<file path="src/rtl/mvb_tx_pkg.sv">
// Shared types and line constants for the MVB Manchester transmitter.
// Delimiter patterns are stored as half-bit sequences, MSB first.
package mvb_tx_pkg;

    typedef enum logic [2:0] {
        IDLE,
        START_DEL,
        DATA,
        END_DEL,
        DONE
    } state_t;

    localparam int          SD_HB      = 18;
    localparam logic [17:0] MASTER_SD  = 18'b10_11_00_01_11_00_01_01_01;
    localparam logic [17:0] SLAVE_SD   = 18'b10_10_10_10_00_11_01_00_11;
    localparam logic [1:0]  END_DEL_HB = 2'b00;

    function automatic logic sd_half(input logic master, input logic [4:0] idx);
        logic [17:0] sd;
        sd = master ? MASTER_SD : SLAVE_SD;
        sd = sd << idx;
        return sd[17];
    endfunction

endpackage

</file>
<file path="src/rtl/mvb_halfbit_timer.sv">
// Half-bit timer: free-running modulo counter with synchronous clear.
// hb_end marks the last clk of each half-bit.
module mvb_halfbit_timer #(
    parameter int HALF_BIT_CYCLES = 8
) (
    input  logic clk,
    input  logic rst,
    input  logic clr,
    output logic hb_end
);

    localparam int CW = $clog2(HALF_BIT_CYCLES);
    localparam logic [CW-1:0] LAST = CW'(HALF_BIT_CYCLES - 1);

    logic [CW-1:0] cnt;

    always_ff @(posedge clk) begin
        if (!rst || clr)
            cnt <= '0;
        else if (cnt == LAST)
            cnt <= '0;
        else
            cnt <= cnt + 1'b1;
    end

    assign hb_end = (cnt == LAST);

endmodule

</file>
<file path="src/rtl/mvb_manchester_tx.sv">
// MVB line stage: start delimiter, Manchester data and end delimiter
// onto the transceiver pins, pulling bits through a one-clk strobe.
module mvb_manchester_tx
    import mvb_tx_pkg::*;
#(
    parameter int HALF_BIT_CYCLES = 8
) (
    input  logic clk,
    input  logic rst,
    input  logic frame_start,
    input  logic master_frame,
    input  logic bit_data,
    input  logic bit_valid,
    input  logic bit_last,
    output logic bit_ready,
    output logic line_out,
    output logic line_en,
    output logic busy,
    output logic frame_done,
    output logic underrun
);

    state_t     state, state_n;
    logic [4:0] idx;
    logic       master_q;
    logic       data_q;
    logic       last_q;
    logic       und_q;
    logic       hb_end;
    logic       accept;
    logic       strobe;

    mvb_halfbit_timer #(
        .HALF_BIT_CYCLES(HALF_BIT_CYCLES)
    ) u_timer (
        .clk   (clk),
        .rst   (rst),
        .clr   (accept),
        .hb_end(hb_end)
    );

    assign accept = (state == IDLE) && frame_start;

    // Pull a new bit after the delimiter and after every non-final bit
    assign strobe = hb_end &&
                    (((state == START_DEL) && (idx == 5'(SD_HB - 1))) ||
                     ((state == DATA) && idx[0] && !last_q));

    always_ff @(posedge clk) begin
        if (!rst)
            state <= IDLE;
        else
            state <= state_n;
    end

    always_comb begin
        state_n = state;
        unique case (state)
            IDLE:
                if (frame_start)
                    state_n = START_DEL;
            START_DEL:
                if (strobe)
                    state_n = bit_valid ? DATA : END_DEL;
            DATA:
                if (hb_end && idx[0]) begin
                    if (last_q || !bit_valid)
                        state_n = END_DEL;
                end
            END_DEL:
                if (hb_end && idx[0])
                    state_n = DONE;
            DONE:
                state_n = IDLE;
            default:
                state_n = IDLE;
        endcase
    end

    always_ff @(posedge clk) begin
        if (!rst) begin
            idx      <= '0;
            master_q <= 1'b0;
            data_q   <= 1'b0;
            last_q   <= 1'b0;
            und_q    <= 1'b0;
        end else begin
            if (accept) begin
                idx      <= '0;
                master_q <= master_frame;
                last_q   <= 1'b0;
                und_q    <= 1'b0;
            end else if (hb_end && state != IDLE) begin
                if (state_n != state || (state == DATA && idx[0]))
                    idx <= '0;
                else
                    idx <= idx + 5'd1;
            end
            if (strobe) begin
                if (bit_valid) begin
                    data_q <= bit_data;
                    last_q <= bit_last;
                end else begin
                    und_q <= 1'b1;
                end
            end
        end
    end

    always_comb begin
        line_en    = 1'b0;
        line_out   = 1'b0;
        busy       = (state != IDLE);
        frame_done = (state == DONE);
        bit_ready  = strobe;
        underrun   = und_q;
        unique case (state)
            START_DEL: begin
                line_en  = 1'b1;
                line_out = sd_half(master_q, idx);
            end
            DATA: begin
                line_en  = 1'b1;
                line_out = idx[0] ? ~data_q : data_q;
            end
            END_DEL: begin
                line_en  = 1'b1;
                line_out = idx[0] ? END_DEL_HB[0] : END_DEL_HB[1];
            end
            default: begin
                line_en  = 1'b0;
                line_out = 1'b0;
            end
        endcase
    end

endmodule

</file>
<file path="config.mk">
export PLATFORM = sky130hd
export DESIGN_NAME = mvb_manchester_tx
export DESIGN_NICKNAME = d
export VERILOG_FILES = /design/src/rtl/mvb_tx_pkg.sv /design/src/rtl/mvb_halfbit_timer.sv /design/src/rtl/mvb_manchester_tx.sv
export SDC_FILE = /design/constraint.sdc
export NUM_CORES = 1
export LEC_CHECK = 0
export CAP_MARGIN = 20
export CORE_UTILIZATION = 40
export CTS_CLUSTER_DIAMETER = 60
export DETAILED_ROUTE_END_ITERATION = 12
export PLACE_DENSITY = 0.66
export SETUP_SLACK_MARGIN = 0.15
export SYNTH_ARGS = -nofsm -noshare
export SYNTH_HDL_FRONTEND = slang
export SYNTH_SLANG_ARGS = --single-unit
</file>
<file path="constraint.sdc">
create_clock -name clk -period 2.7 [get_ports clk]
set_input_delay 0.405 -clock clk [delete_from_list [all_inputs] [get_ports clk]]
set_output_delay 0.405 -clock clk [all_outputs]
set_load 0.005 [all_outputs]
</file>
==> metrics.csv <==
stage,metric,value,unit
outcome,outcome,"finished, final reports clean",
die,num_rows,18,
sta,finalSetupTns,0,ps
cts,clock_sinks,15,
sta,finalClockSkew,4.311,ps
cts,cts.hold.buffers_added,0,
setup_path,crit_type,reg -> out,
synthesis,yosys.area.top_type,dfxtp_1,
synthesis,syn-num-nets,134,
detailed_routing,drc,0,
cells_and_area,syn2layout_area_growth,19.21,%
power_and_ir_drop,power_density,350.0,nW/um2
setup_path,start_kind,register,
setup_path,r2r_cells,6,
cts,cts_tree,done,
sta,slew_headroom,54.83,%
setup_path,arrival,2050,ps
cells_and_area,drive_above_1_share,18.66,%
sta,setup_violations,0,
detailed_routing,post_drt_wl_per_cell,13.20,um
die,die_w,53.20,um
grt,use_met3,6.322,%
run,max_cap_viol_count,0,
synthesis,synth_cells,119,
placement,dpl.hpwl,1589,um
grt,antenna_found_initial,0,
detailed_routing,dr.pass1.iters,4,
synthesis,async_flop_share,0,%
grt,grt_use_met2,30.83,%
sta,post-route-period-util,90.91,%
sta,tightestPinTransition,667.0,ps
synthesis,synth_edf_count,0,
grt,grt_pass1_wl,3588,um
setup_path,cp.required,2300,ps
power_and_ir_drop,cellLeakagePower,0.0004449,uW
setup_path,reg2reg_slack,660,ps
synthesis,ys_types,42,
synthesis,synth_seq_cells,15,
power_and_ir_drop,ir_drop,0.2665,mV
setup_path,worstReg2RegEnd,idx[2],
grt,overflow,0,
die,boundaryPins,13,
synthesis,yosysTopAreaCellShare,28.64,%
grt,met1_usage,20.31,%
cts,clk_pin_slew,90,ps
setup_path,worst_setup_path_end_kind,output port,
detailed_routing,via_per_inst,5.530,
die,start_util,42.32,%
grt,first_global_vias,834,
grt,busiest_layer,met2,
grt,grt_start_max_net_pins,16,
detailed_routing,ant_nets,0,
placement,gp_congestion,0.8633,
die,die_y,53.20,um
setup_path,crit_chain,"or4b_1, o22ai_2, and2_1, clkdlybuf4s50_1",
cts,htree_levels,1,
min_path,min_path_type,reg -> reg,
setup_path,cp_slowest_cell,or4b_1,
cells_and_area,nets,150,
synthesis,avgSynthCellArea,8.811,um2
sta,fin_crit,2455,ps
detailed_routing,drt-initial-drc-count,23,
setup_path,cp_max_fo,13,
placement,io_buffers,12,
synthesis,synth-main-ff-cell,dfxtp_1,
synthesis,yosysSeqAreaShare,28.64,%
setup_path,r2r_start,u_timer.cnt[0],
sta,max_freq,407.4,MHz
synthesis,synth.cell_area,1049,um2
min_path,hp-start,u_timer.cnt[0],
synthesis,ys_warn_count,0,
placement,placed_cell_area,1190,um2
die,dieArea,2830,um2
die,core-area,2477,um2
setup_path,slowest_delay,530,ps
cells_and_area,antenna_cells,0,
sta,grt_setup_unrepaired,false,
cts,clk_latency,290,ps
detailed_routing,finalWirelength,2165,um
sta,finalHoldViolCount,0,
synthesis,synthTopCellsByArea,"dfxtp_1, ha_1, mux2i_1, nand2_1, nor2_1",
cells_and_area,fin_area,1250,um2
min_path,hold_path_end,u_timer.cnt[0],
min_path,hold-path-cell-count,1,
sta,maxSlewViolCount,0,
cells_and_area,final_cell_mix,"dfxtp_1, clkdlybuf4s50_1, nand2_1",
cts,clockBufferDepth,2,
grt,grt_util_all_layers,17.87,%
cts,cts_root_buf,clkbuf_4,
cts,cts_buffers,3,
detailed_routing,vias,907,
power_and_ir_drop,fin_total_pwr,437.5,uW
-- kinds of logic (layout without fill, tap and decap cells) --
family | Yosys count | after routing | synth area share, %
xor gates and xnor gates | 1 | 1 | 0.8355
muxes | 6 | 6 | 7.040
DFF | 15 | 15 | 28.64
buffers and inverters | 13 | 28 | 6.563
and+or+nand+nor | 55 | 55 | 31.14
adders and majority gates | 8 | 8 | 9.547
AOI/OAI and AO/OA | 21 | 21 | 16.23
-- power by group --
group | switching [uW] | leakage [uW] | internal [uW]
Combinational | 36.0 | 0.000306 | 39.4
Clock | 76.0 | 0.0000150 | 57.5
Sequential | 2.49 | 0.000124 | 226
-- sequential cells by signal, indices dropped and copies added, names as in the netlist --
signal	cells
u_timer.cnt	3
idx	5
master_q	1
last_q	1
data_q	1
underrun	1
state	3
-- worst max path at each step --
| stage | from | end | slack (ps) |
|---|---|---|---|
| floorplan | idx[0] | line_out | 390 |
| global placement | idx[0] | line_out | 150 |
| detailed placement | idx[0] | line_out | 70 |
| CTS | idx[0] | line_out | 130 |
| global route | idx[0] | line_out | 160 |
| finish | state[2] | bit_ready | 250 |
-- worst max-delay path, delay by kind of cell (launching register included) --
kind	cells	cell delay (ps)
AND/OR/NAND/NOR	2	680
AO/OA/AOI/OAI	1	170
flip-flops	1	400
buffers and inverters	1	500
-- per-layer routing --
metal / share of wire, % / wire [um]
met4: 1.1 / 23
met3: 4.9 / 106
met1: 46 / 1003
met5: 0 / 0
met2: 48 / 1030
-- timing repair --
| action | in CTS | in global routing |
|---|---|---|
| endpoints found under the setup margin | 2 | 2 |
| gates resized for setup | 6 | 6 |
| hold endpoints to repair | 0 | 0 |
| buffers inserted | 0 | 2 |
| pin swaps | 0 | 2 |
-- area by class of cell --
| cell class | instances | area [um2] |
|---|---|---|
| inverters | 6 | 22.52 |
| multi-input cells | 91 | 691.9 |
| repair buffers | 18 | 163.9 |
| well taps | 30 | 37.54 |
| fillers | 248 | 1227 |
| clock buffers | 4 | 26.28 |
| flip-flops and latches | 15 | 307.8 |
-- cell usage after synthesis (5+ instances only) --
cell type / n
a21oi_1: 5
dfxtp_1: 15
a31oi_1: 5
inv_1: 6
nor3_1: 5
nor2_1: 9
nand2_1: 10
ha_1: 8
-- per-stage QoR --
stage          util [%]  setup slack [ps]  hold slack [ps]  std cells
6_report          50.45             245.4            430.9        164
5_1_grt           50.45             163.0            456.4        164
4_1_cts           48.99             132.1            439.4        162
3_5_place_dp      48.03             70.05            426.2        158
3_3_place_gp      48.03             145.4            413.9        158
2_1_floorplan         -             388.5            404.3        119
No activity file was read; power rests on OpenSTA's default activity.
==> patch, RTL diff (config.mk and constraints unchanged) <==
`HALF_BIT_CYCLES` is set to 8 in 2 places; all go to 4.
--- a/src/rtl/mvb_halfbit_timer.sv
+++ b/src/rtl/mvb_halfbit_timer.sv
@@ -3,3 +3,3 @@
 module mvb_halfbit_timer #(
-    parameter int HALF_BIT_CYCLES = 8
+    parameter int HALF_BIT_CYCLES = 4
 ) (
--- a/src/rtl/mvb_manchester_tx.sv
+++ b/src/rtl/mvb_manchester_tx.sv
@@ -5,3 +5,3 @@
 #(
-    parameter int HALF_BIT_CYCLES = 8
+    parameter int HALF_BIT_CYCLES = 4
 ) (
Formal check against the unedited RTL: not equivalent (Yosys sat finds a counterexample within 10 cycles, from zero or initial values and one cycle with rst low).
==> patch against the unedited design <==
  * Wire length is 11% lower
  * Sequential share of layout area is 0.83 points higher
  * Total power is 4.2% lower
  * Combinational power is 32% lower
  * Largest power group unchanged
  * Global-route usage is 0.12 points higher
  * Sequential power is 6% lower
  * Sequential cell count is 1 lower
  * Core utilization is 0.23 points lower
  * Worst setup slack better by 84 ps
  * Design area is 11% lower
  * Critical endpoint unchanged
  * Synthesized area is 11% lower
  * Non-clock buffer count is 3 lower
==> patch: results (changes against the unedited design) <==
[setup_path]
arrival_ps=1970  ; -80 ps
path_max_fanout=10  ; -3

[finish]
fin_nets=133  ; -11%
drive_gt1_frac=0.153  ; -0.0340

[drt]
wl_met2_um=890  ; -14%
vias_per_cell=5.40  ; -2.4%
vias=788  ; -13%
drt-wirelength-per-cell_um=13.2  ; -0.28%
drtIter0Drc=19  ; -17%
met1_length_um=886  ; -12%

[pwr]
p_sw_frac=0.238  ; -0.0242
p_leak_uw=0.000430  ; -3.3%
peakVddDrop_uv=231  ; -13%

[global_routing]
grt_usage=0.180  ; +0.00118
grt_max_degree=13  ; -3
grt_pass1_wl_mm=3.35  ; -6.7%
grt_pass1_vias=765  ; -8.3%

[place]
dp_hpwl_mm=1.44  ; -9.1%
routabilityCongestion=0.826  ; -4.4%
post-place-cells=141  ; -11%

[synthesis]
synthArstFlopShare=0  ; unchanged
synth_commonest_cells=14 x dfxtp_1, 13 x nand2_1, 10 x nor2_1, 7 x a21oi_1, 7 x ha_1
syn-num-nets=119  ; -11%
avgSynthCellArea_sq_um=8.93  ; +1.3%

[outcome]
status=complete, no violations

[sta]
skew_ps=9.51  ; +5.20 ps

-- patch: cell types whose count changed after synthesis, sizes merged, moves of 3 or more --
cell and change:
or3 -3, nand2 +3, a31oi -5, nor2b -3
-- patch: layout make-up --
| cell class | count | area share |
|---|---|---|
| multi-input combinational | 79 | 0.534 |
| sequential | 14 | 0.255 |
| timing repair buffer | 15 | 0.127 |
| clock buffer | 4 | 0.0327 |
| tap | 28 | 0.0315 |
| inverter | 6 | 0.0203 |
-- patch: final timing paths --
check | startpoint | end | slack [ps] | depth (start not counted)
worst max register to register | idx[0] | data_q | 1100 | 6
worst min-delay path | u_timer.cnt[0] | u_timer.cnt[0] | 440 | 1
worst max-delay path | idx[0] | bit_ready | 330 | 5
worst min register to register | u_timer.cnt[0] | u_timer.cnt[0] | 440 | 1
-- patch: worst max-delay path: stages, from the launching register on --
cell             delay, ps
dfxtp_2                350
buf_4                  190
ha_1                   250
nand4bb_1              170
o32ai_4                180
clkdlybuf4s50_1        550
-- patch: kinds of logic (layout without fill, tap and decap cells) --
group                      count (synthesis)  count (layout)  synth area share
AOI/OAI and AO/OA                         17              17             0.151
xor gates and xnor gates                   4               4            0.0374
adders and majority gates                  7               7            0.0935
buffers and inverters                     12              25            0.0708
DFF                                       14              14             0.299
muxes                                      5               5            0.0668
and+or+nand+nor                           46              46             0.282
-- patch: through the flow --
step                setup slack, ps  cell area [sq um]
floorplan                       676                937
global placement                376               1060
detailed placement              292               1060
CTS                             292               1110
global route                    221               1110
finish                          329               1110
-- patch: power by group through the flow --
| stage | clock network, uW | logic, uW | registers, uW |
|---|---|---|---|
| finish | 154 | 51.7 | 214 |
| global route | 168 | 57.8 | 214 |
| CTS | 159 | 51.7 | 214 |
| detailed placement | 0 | 49.9 | 219 |
| global placement | 0 | 49.5 | 218 |
| floorplan | 0 | 27.0 | 218 |
-- patch: timing repair --
action                                  4_1_cts  5_1_grt
endpoints found under the setup margin        1        1
resized for setup                             3        1
hold buffers                                  0        0
setup buffers                                 1        0
-- patch: routing by layer --
layer	vias to the layer above	global-route usage
met2	23	0.289
met3	5	0.0364
met4	0	0.111
met1	357	0.218
met5	-	0
li1	403	-
